`config.mk`:
```
export PLATFORM = sky130hd
export DESIGN_NAME = ucc_sequencer
export DESIGN_NICKNAME = d
export VERILOG_FILES = /design/src/rtl/ucc_sequencer.sv
export SDC_FILE = /design/constraint.sdc
export NUM_CORES = 1
export LEC_CHECK = 0
export BUFFER_PORTS_ARGS = -buffer_cell sky130_fd_sc_hd__buf_2
export CORE_MARGIN = 2
export CORE_UTILIZATION = 50
export CTS_BUF_LIST = sky130_fd_sc_hd__clkbuf_8
export CTS_CLUSTER_SIZE = 8
export DETAILED_ROUTE_END_ITERATION = 12
export PLACE_DENSITY_LB_ADDON = 0.2
export SYNTH_ARGS = -nofsm -noshare
export SYNTH_HDL_FRONTEND = slang
export SYNTH_SLANG_ARGS = --single-unit
```
`constraint.sdc`:
```
create_clock -name clk -period 2.1 [get_ports clk]
set_input_delay 0 -clock clk [delete_from_list [all_inputs] [get_ports clk]]
set_output_delay 0 -clock clk [all_outputs]
set_load 0.01 [all_outputs]
```
`src/rtl/ucc_sequencer.sv`:
```
// Command sequencer for an up/down counter chain: loads a start value, counts
// toward a terminal value with pause/stop/auto-reload, and flags done and wrap.
module ucc_sequencer #(
    parameter int unsigned WIDTH = 8
) (
    input  logic             clk,
    input  logic             rst,
    input  logic             i_start,
    input  logic             i_dir,
    input  logic [WIDTH-1:0] i_load_val,
    input  logic [WIDTH-1:0] i_term_val,
    input  logic             i_reload,
    input  logic             i_pause,
    input  logic             i_stop,
    output logic [1:0]       o_mode_c,
    output logic [WIDTH-1:0] o_pin,
    output logic [WIDTH-1:0] o_count,
    output logic             o_busy,
    output logic             o_done,
    output logic             o_wrap
);

    localparam int unsigned MODE_W = 2;
    localparam logic [MODE_W-1:0] MODE_HOLD = 2'b00;
    localparam logic [MODE_W-1:0] MODE_UP   = 2'b01;
    localparam logic [MODE_W-1:0] MODE_LOAD = 2'b11;
    localparam logic [MODE_W-1:0] MODE_DOWN = 2'b10;
    localparam logic [WIDTH-1:0]  ALL_ONES  = '1;
    localparam logic [WIDTH-1:0]  ZERO      = '0;

    typedef enum logic [1:0] {
        S_IDLE = 2'd0,
        S_LOAD = 2'd1,
        S_RUN  = 2'd2,
        S_DONE = 2'd3
    } state_t;

    state_t            r_state;
    state_t            w_state_nxt;
    logic              r_dir;
    logic [WIDTH-1:0]  r_load;
    logic [WIDTH-1:0]  r_term;
    logic              r_reload;
    logic [WIDTH-1:0]  r_count;
    logic              r_busy;
    logic              r_done;
    logic              r_wrap;

    logic [MODE_W-1:0] w_mode;
    logic              w_capture;
    logic              w_load_cnt;
    logic              w_step;
    logic              w_reload_clr;
    logic              w_wrap;
    logic [WIDTH-1:0]  w_count_step;

    assign w_count_step = r_dir ? (r_count - WIDTH'(1)) : (r_count + WIDTH'(1));

    // State register
    always_ff @(posedge clk or posedge rst) begin
        if (rst) begin
            r_state <= S_IDLE;
        end else begin
            r_state <= w_state_nxt;
        end
    end

    // Next-state and control decode; stop outranks pause, pause outranks counting
    always_comb begin
        w_state_nxt  = r_state;
        w_mode       = MODE_HOLD;
        w_capture    = 1'b0;
        w_load_cnt   = 1'b0;
        w_step       = 1'b0;
        w_reload_clr = 1'b0;
        case (r_state)
            S_IDLE: begin
                if (i_start) begin
                    w_capture   = 1'b1;
                    w_state_nxt = S_LOAD;
                end
            end
            S_LOAD: begin
                if (i_stop) begin
                    w_reload_clr = 1'b1;
                    w_state_nxt  = S_IDLE;
                end else begin
                    w_mode      = MODE_LOAD;
                    w_load_cnt  = 1'b1;
                    w_state_nxt = (r_load == r_term) ? S_DONE : S_RUN;
                end
            end
            S_RUN: begin
                if (i_stop) begin
                    w_reload_clr = 1'b1;
                    w_state_nxt  = S_IDLE;
                end else if (!i_pause) begin
                    w_mode = r_dir ? MODE_DOWN : MODE_UP;
                    w_step = 1'b1;
                    if (w_count_step == r_term) begin
                        w_state_nxt = S_DONE;
                    end
                end
            end
            S_DONE: begin
                if (i_stop) begin
                    w_reload_clr = 1'b1;
                    w_state_nxt  = S_IDLE;
                end else begin
                    w_state_nxt = r_reload ? S_LOAD : S_IDLE;
                end
            end
            default: w_state_nxt = S_IDLE;
        endcase
    end

    assign w_wrap = w_step && (r_dir ? (r_count == ZERO) : (r_count == ALL_ONES));

    // Captured command, count and registered status flags
    always_ff @(posedge clk or posedge rst) begin
        if (rst) begin
            r_dir    <= 1'b0;
            r_load   <= '0;
            r_term   <= '0;
            r_reload <= 1'b0;
            r_count  <= '0;
            r_busy   <= 1'b0;
            r_done   <= 1'b0;
            r_wrap   <= 1'b0;
        end else begin
            if (w_capture) begin
                r_dir    <= i_dir;
                r_load   <= i_load_val;
                r_term   <= i_term_val;
                r_reload <= i_reload;
            end else if (w_reload_clr) begin
                r_reload <= 1'b0;
            end
            if (w_load_cnt) begin
                r_count <= r_load;
            end else if (w_step) begin
                r_count <= w_count_step;
            end
            r_busy <= (w_state_nxt != S_IDLE);
            r_done <= (w_state_nxt == S_DONE);
            r_wrap <= w_wrap;
        end
    end

    assign o_mode_c = w_mode;
    assign o_pin    = r_load;
    assign o_count  = r_count;
    assign o_busy   = r_busy;
    assign o_done   = r_done;
    assign o_wrap   = r_wrap;

endmodule

```
==> results of run 1 <==
-- power groups by stage --
stage          Combinational [mW]  Clock [mW]  Sequential, mW
4_1_cts                      3.19       0.510            1.26
5_1_grt                      3.76       0.557            1.33
6_report                     3.51       0.512            1.30
3_5_place_dp                 2.88           0            1.25
2_1_floorplan                1.87           0            1.26
3_3_place_gp                 2.85           0            1.23
-- metal layers --
metal / part of all wire / vias up / track usage / wire [um]
met2: 0.52 / 74 / 0.470 / 2880
met4: 0.014 / 0 / 0.0740 / 78
li1: - / 853 / - / -
met1: 0.41 / 862 / 0.357 / 2280
met3: 0.060 / 8 / 0.0528 / 337
met5: 0 / - / 0 / 0
-- per-stage QoR --
step	hold slack, ps	setup slack (ps)
after detailed placement	178	-98.2
after global routing	98.5	-213
after global placement	177	-73.1
after floorplan	103	13.7
final	97.1	-72.1
after CTS	76.5	-26.8
-- how the worst max path moves through the flow --
stage / start / to / slack (ps) / cells past startpoint
floorplan: o_count[1] / o_count[7] / 10 / 7
global placement: r_dir / o_busy / -70 / 8
detailed placement: r_dir / o_busy / -100 / 8
CTS: r_dir / o_busy / -30 / 7
global route: r_dir / o_busy / -210 / 7
finish: r_dir / o_busy / -70 / 7
-- cells in the mapped netlist, types with 2 or more instances --
library cell / instances
sky130_fd_sc_hd__a21oi_1: 6
sky130_fd_sc_hd__nand3_1: 3
sky130_fd_sc_hd__a221o_1: 2
sky130_fd_sc_hd__nor4_1: 4
sky130_fd_sc_hd__a211oi_1: 2
sky130_fd_sc_hd__nand2b_1: 3
sky130_fd_sc_hd__nand4_1: 4
sky130_fd_sc_hd__clkbuf_1: 5
sky130_fd_sc_hd__o21ai_0: 9
sky130_fd_sc_hd__mux2_2: 17
sky130_fd_sc_hd__xor2_1: 11
sky130_fd_sc_hd__dfrtp_1: 31
sky130_fd_sc_hd__xnor2_1: 11
sky130_fd_sc_hd__nor2_1: 20
sky130_fd_sc_hd__ha_1: 11
sky130_fd_sc_hd__o22ai_1: 2
sky130_fd_sc_hd__a22oi_1: 4
sky130_fd_sc_hd__nor2b_1: 2
sky130_fd_sc_hd__nand2_1: 6
sky130_fd_sc_hd__inv_1: 5
sky130_fd_sc_hd__nor3_1: 6
-- cell families after synthesis --
| family | count (synthesis) | synth area share |
|---|---|---|
| compound gates | 37 | 0.132 |
| xor+xnor | 24 | 0.124 |
| fa+ha+maj | 12 | 0.0816 |
| buf+inv | 10 | 0.0194 |
| flops | 31 | 0.401 |
| mux | 18 | 0.104 |
| simple gates | 54 | 0.138 |
-- final cells by class --
class,instances,area (um^2)
inverters,5,18.8
multi-input cells,145,1240
clock buffers,7,96.3
repair buffers,84,577
clock inverters,1,3.75
flip-flops and latches,31,777
fillers,247,912
well taps,48,60.1
-- timing repair --
action	4_1_cts	5_1_grt
cloned	0	0
endpoints found under the setup margin	5	8
setup buffers	2	0
hold buffers	20	0
pin swaps	11	5
hold endpoints to repair	38	0
resized for setup	11	10
-- sequential cells by signal, summed over array words and instances, names as in the netlist --
register  flops
o_done        1
r_term        8
r_state       2
o_count       8
o_busy        1
r_dir         1
o_pin         8
r_reload      1
o_wrap        1
-- worst max-delay path, cell delays in order, from the launching register on --
cell                       delay (ps)
sky130_fd_sc_hd__dfrtp_2          480
sky130_fd_sc_hd__ha_4             260
sky130_fd_sc_hd__a211o_1          300
sky130_fd_sc_hd__a221oi_4         330
sky130_fd_sc_hd__xnor2_2          170
sky130_fd_sc_hd__xnor2_1          150
sky130_fd_sc_hd__nand4_1          180
sky130_fd_sc_hd__o211ai_1         200
==> impl_summary.txt, run 1 <==
----------------------------------------------------
[Drt]
  First DRT Iteration DRCs ... 148
  Via/cell ratio ... 5.60
  Antenna Violating Nets Remaining ... 0
  DRC errors left ... 0
  Final routed wirelength across all metal layers ... 5.58 mm
  Average detailed-routed wire length per instance ... 17.4 um
  DR vias ... 1797
  First-pass iteration count of the detailed router ... 4

[Power and ir drop]
  Power share of the clock group ... 0.096
  Leakage power ... 1.26 nW
  Flop pwr share ... 0.244
  Pwr Density ... 1910 nW/um^2
  Net switching power ... 2.25 mW
  Power, Total ... 5.31 mW
  Switch share ... 0.423
  Combinational power share ... 0.660
  Worst VDD drop ... 0.00102 V
  Cell-internal power ... 3.07 mW

[Synth]
  Area of the mapped netlist ... 1930 um^2
  Mean cell area of the mapped netlist ... 10.4 um^2
  Number of warning messages in the yosys log ... 0
  Syn Nets ... 221
  Synth top area share ... 0.401
  Share of synthesized flip-flops with an asynchronous set or reset ... 1.00
  Post-synth EDFFs ... 0
  Synthesis-stage register bit count ... 31
  Seq/Total Area, Yosys ... 0.401
  Dominant cells by area after synthesis ... sky130_fd_sc_hd__dfrtp_1, sky130_fd_sc_hd__mux2_2, sky130_fd_sc_hd__ha_1
  Leading register cell type out of synthesis ... sky130_fd_sc_hd__dfrtp_1
  Top cell type by total area after synthesis ... sky130_fd_sc_hd__dfrtp_1
  Distinct cell type count after synthesis ... 43
  Syn Inst Count ... 186

[Layout]
  Post-layout instance area ... 2780 um^2
  Nets@finish ... 307
  Area growth syn-to-layout ... 43.6%
  Post-Route Utilization ... 0.753
  Commonest cells after routing, fill and taps aside ... sky130_fd_sc_hd__buf_2, sky130_fd_sc_hd__dfrtp_1, sky130_fd_sc_hd__dlygate4sd3_1, sky130_fd_sc_hd__buf_4, sky130_fd_sc_hd__nor2_1
  Proportion of layout cells with a drive suffix above 1 ... 0.388
  Non-filler cells in the finished layout ... 321
  Most frequent standard cell in the layout excluding fill and tap cells ... sky130_fd_sc_hd__buf_2
  Antenna diode count ... 0

[Place]
  Input/output buffers ... 43
  Number of cells in the design after placement ... 291
  Cell Area, Placed ... 2330 um^2
  HPWL after DPL ... 3.62 mm
  RD Place Congestion ... 0.859

[Timing]
  Worst Setup Slack, final ... -72.1 ps
  Clock Skew ... 9.95 ps
  Final min period ... 2170 ps
  Max-slew violations ... 0
  Fin. Hold Viols ... 0
  Finish-stage setup viols ... 5
  Worst relative slew slack ... 0.485
  FMAX ... 460 MHz
  Worst Tran Pin Value ... 772 ps
  Unrepaired setup endpoints after global routing ... true
  Sum of negative setup slack ... -225 ps
  Fraction of the cycle the final worst path needs ... 1.03

[Outcome]
  Violations in the final reports ... negative setup slack
  Outcome ... finished with violations

[Critical path]
  Depth of the worst register-to-register path ... 7
  Startpoint class of the critical path ... register
  Arrival time at the worst endpoint ... 2370 ps
  Worst reg-to-reg setup slack ... -70 ps
  Critical Path End Type ... register
  Req. time, crit path ... 2290 ps
  Critical path peak fanout ... 5
  Kind of critical path ... reg2reg
  R2R Path Start ... r_dir
  Endpoint of the worst-slack reg-to-reg timing path ... o_busy

[Global routing]
  Global-route usage over all layers ... 0.276
  Pin count of the biggest net entering global routing ... 22
  Total gr overflow ... 0
  Antenna violations before repair ... 0
  Global-route wire length before repair ... 8.84 mm
  Vias in the first global route ... 1837

[Floorplan]
  Die boundary height ... 66.2 um
  Initial core utilization ... 0.524
  Placeable core area ... 3690 um^2
  Die width ... 66.2 um
  Boundary pin count ... 44
  Number of rows in the core area ... 22
  Die footprint ... 4380 um^2

[CTS]
  Clock latency reported for the late side of the worst-skew pair ... 280 ps
  CTS tree ... done
  # H-tree levels ... 2
  CTS sink cnt ... 31
  Clock buffer count from CTS ... 5
  Number of buffers on the longest clock path ... 2
  Reg clk slew, reported paths ... 70 ps
  Clk Tree Root Cell ... sky130_fd_sc_hd__clkbuf_8

[Worst hold path]
  Hold WC Path Type ... in2reg
  Number of instances on the worst hold path ... 2
  Source of the worst hold timing path ... i_stop
  Hold endpoint ... o_count[7]

[Job]
  MaxCap Viol Count ... 0

----------------------------------------------------
Note: power is estimated with default switching activity, not from simulation.
==> run 2: changes to the inputs <==
--- a/config.mk
+++ b/config.mk
@@ -7,7 +7,7 @@
 export LEC_CHECK = 0
 export BUFFER_PORTS_ARGS = -buffer_cell sky130_fd_sc_hd__buf_2
 export CORE_MARGIN = 2
-export CORE_UTILIZATION = 50
+export CORE_UTILIZATION = 60
 export CTS_BUF_LIST = sky130_fd_sc_hd__clkbuf_8
 export CTS_CLUSTER_SIZE = 8
 export DETAILED_ROUTE_END_ITERATION = 12
==> constraint.sdc (replaced) <==
create_clock -name clk -period 2.6 [get_ports clk]
set_input_delay 0 -clock clk [delete_from_list [all_inputs] [get_ports clk]]
set_output_delay 0 -clock clk [all_outputs]
set_load 0.01 [all_outputs]
==> impl_summary.txt, run 2 (same netlist as run 1, synthesis figures left out) <==
----------------------------------------------------
[Layout]
  Antenna diode count ... 0 (unchanged)
  Count of fill cells added during filler insertion ... 172 (was 247)
  Nets@finish ... 289 (was 307)
  Area growth syn-to-layout ... 29.6% (was 43.6%)
  Most frequent standard cell in the layout excluding fill and tap cells ... sky130_fd_sc_hd__buf_2 (unchanged)
  Proportion of layout cells with a drive suffix above 1 ... 0.282 (was 0.388)
  Post-layout instance area ... 2500 um^2 (was 2780 um^2)
  Commonest cells after routing, fill and taps aside ... sky130_fd_sc_hd__buf_2, sky130_fd_sc_hd__dfrtp_1, sky130_fd_sc_hd__nor2_1 (was sky130_fd_sc_hd__buf_2, sky130_fd_sc_hd__dfrtp_1, sky130_fd_sc_hd__dlygate4sd3_1, sky130_fd_sc_hd__buf_4, sky130_fd_sc_hd__nor2_1)

[CTS]
  # H-tree levels ... 2 (unchanged)
  Buffers inserted during post-CTS setup optimization ... 0 (was 2)
  Clock latency reported for the late side of the worst-skew pair ... 280 ps (about the same)
  CTS tree ... done (unchanged)
  Clk Tree Root Cell ... sky130_fd_sc_hd__clkbuf_8 (unchanged)
  CTS sink cnt ... 31 (unchanged)
  Number of buffers on the longest clock path ... 2 (unchanged)
  Reg clk slew, reported paths ... 60 ps (was 70 ps)
  Clock buffer count from CTS ... 5 (unchanged)

[Drt]
  DRC errors left ... 0 (unchanged)
  Met3 WL ... 425 um (was 337 um)
  DR vias ... 1773 (was 1797)
  First-pass iteration count of the detailed router ... 4 (unchanged)
  First DRT Iteration DRCs ... 120 (was 148)
  Highest metal layer used by the detailed router ... met4 (unchanged)
  Via/cell ratio ... 5.93 (was 5.60)
  Antenna Violating Nets Remaining ... 0 (unchanged)
  WL met2 ... 2.72 mm (was 2.88 mm)
  Final routed wirelength across all metal layers ... 5.38 mm (was 5.58 mm)
  Average detailed-routed wire length per instance ... 18.0 um (was 17.4 um)
  Wire length on met1 ... 2.11 mm (was 2.28 mm)

[Critical path]
  Cell breakdown of the critical path ... ha_1, a211o_1, a221oi_2, o21ai_1, xor2_1, a211oi_1, a221o_1 (was ha_4, a211o_1, a221oi_4, xnor2_2, xnor2_1, nand4_1, o211ai_1)
  Startpoint class of the critical path ... register (unchanged)
  Arrival time at the worst endpoint ... 2650 ps (was 2370 ps)
  Cell with the biggest individual delay on the critical path ... sky130_fd_sc_hd__dfrtp_1 (was sky130_fd_sc_hd__dfrtp_2)
  Critical Path End Type ... register (unchanged)
  Buffers and inverters on the worst path ... 0 (unchanged)
  Critical path peak fanout ... 10 (was 5)
  CP peak stage delay ... 550 ps (was 480 ps)
  Kind of cell adding the most delay to the critical path ... compound AO/OA/AOI/OAI gates (unchanged)
  Req. time, crit path ... 2820 ps (was 2290 ps)
  Kind of critical path ... reg2reg (unchanged)

[Place]
  HPWL after DPL ... 3.69 mm (was 3.62 mm)
  RD Place Congestion ... 0.895 (was 0.859)
  Input/output buffers ... 43 (unchanged)
  Cell Area, Placed ... 2210 um^2 (was 2330 um^2)

[Job]
  MaxCap Viol Count ... 0 (unchanged)

[Timing]
  Worst Tran Pin Value ... 710 ps (was 772 ps)
  Unrepaired setup endpoints after global routing ... false (was true)
  Fin. Hold Viols ... 0 (unchanged)
  FMAX ... 411 MHz (was 460 MHz)
  Max-slew violations ... 0 (unchanged)
  Finish-stage setup viols ... 0 (was 5)
  Worst relative slew slack ... 0.525 (was 0.485)
  Sum of negative setup slack ... 0 ps (was -225 ps)
  Final min period ... 2430 ps (was 2170 ps)
  Clock Skew ... 4.14 ps (was 9.95 ps)
  Fraction of the cycle the final worst path needs ... 0.935 (was 1.03)
  Hold slack final ... 2.73 ps (was 97.1 ps)

[Floorplan]
  Initial core utilization ... 0.633 (was 0.524)
  Die footprint ... 3690 um^2 (was 4380 um^2)
  Number of rows in the core area ... 20 (was 22)
  Die width ... 60.8 um (was 66.2 um)
  Die boundary height ... 60.8 um (was 66.2 um)
  Boundary pin count ... 44 (unchanged)
  Placeable core area ... 3050 um^2 (was 3690 um^2)

[Worst hold path]
  Hold WC Path Type ... in2reg (unchanged)

[Power and ir drop]
  Leakage power ... 1.16 nW (was 1.26 nW)
  Power, Total ... 3.64 mW (was 5.31 mW)
  Worst VDD drop ... 0.000806 V (was 0.00102 V)
  Pwr Density ... 1450 nW/um^2 (was 1910 nW/um^2)

[Global routing]
  Global-route wire length before repair ... 8.70 mm (was 8.84 mm)
  Total gr overflow ... 0 (unchanged)
  Vias in the first global route ... 1814 (was 1837)
  Pin count of the biggest net entering global routing ... 32 (was 22)
  Antenna violations before repair ... 0 (unchanged)
  Global-route usage over all layers ... 0.329 (was 0.276)

[Outcome]
  Outcome ... finished clean (was finished with violations)

----------------------------------------------------
[run 2: cell types whose count changed in the layout (fill, tap and decap cells not counted), sizes merged]
cell         previous run  this run
buf                    64        47
dlygate4sd3            20        19
[run 2: through the flow]
step	worst slack [ps]	utilization	cells
2_1_floorplan	464	-	186
3_3_place_gp	403	0.725	272
3_5_place_dp	234	0.725	272
4_1_cts	224	0.820	299
5_1_grt	63.6	0.820	299
6_report	169	0.820	299
[run 2: final cells by class]
type | instances | area (um^2) | share of cell area
sequential | 31 | 776 | 0.310
multi-input combinational | 145 | 1120 | 0.447
tap | 44 | 55.1 | 0.0220
inverter | 5 | 18.8 | 0.00749
timing repair buffer | 66 | 435 | 0.174
clock buffer | 7 | 96.3 | 0.0385
clock inverter | 1 | 3.75 | 0.00150
[run 2: routing by layer]
layer,vias up,track usage
met4,0,0.112
li1,810,-
met3,18,0.0896
met1,842,0.422
met5,-,0
met2,103,0.539
[run 2: worst min-delay path, cell delays in order]
cell	delay, ps
sky130_fd_sc_hd__buf_2	110
sky130_fd_sc_hd__nand3_1	70
sky130_fd_sc_hd__nand2_1	70
[run 2: worst paths after layout]
path | start | to | slack [ps] | depth (start not counted)
max | r_dir | o_count[7] | 170 | 7
min | i_start | r_reload | 3 | 3
max reg2reg | r_dir | o_count[7] | 170 | 7
min reg2reg | r_reload | r_reload | 570 | 2
max in group asynchronous | rst | o_pin[2] | 1930 | 4
min in group asynchronous | rst | r_term[7] | 380 | 4
[run 2: timing repair]
| action | in CTS | in global routing |
|---|---|---|
| hold buffers | 19 | 0 |
| gates resized for setup | 0 | 0 |
| endpoints found under the hold margin | 49 | 0 |
[run 2: power by group]
group          switching (mW)  total [mW]  internal [mW]
clock network           0.169       0.406          0.237
logic                    1.11        2.18           1.06
registers               0.345        1.05          0.706
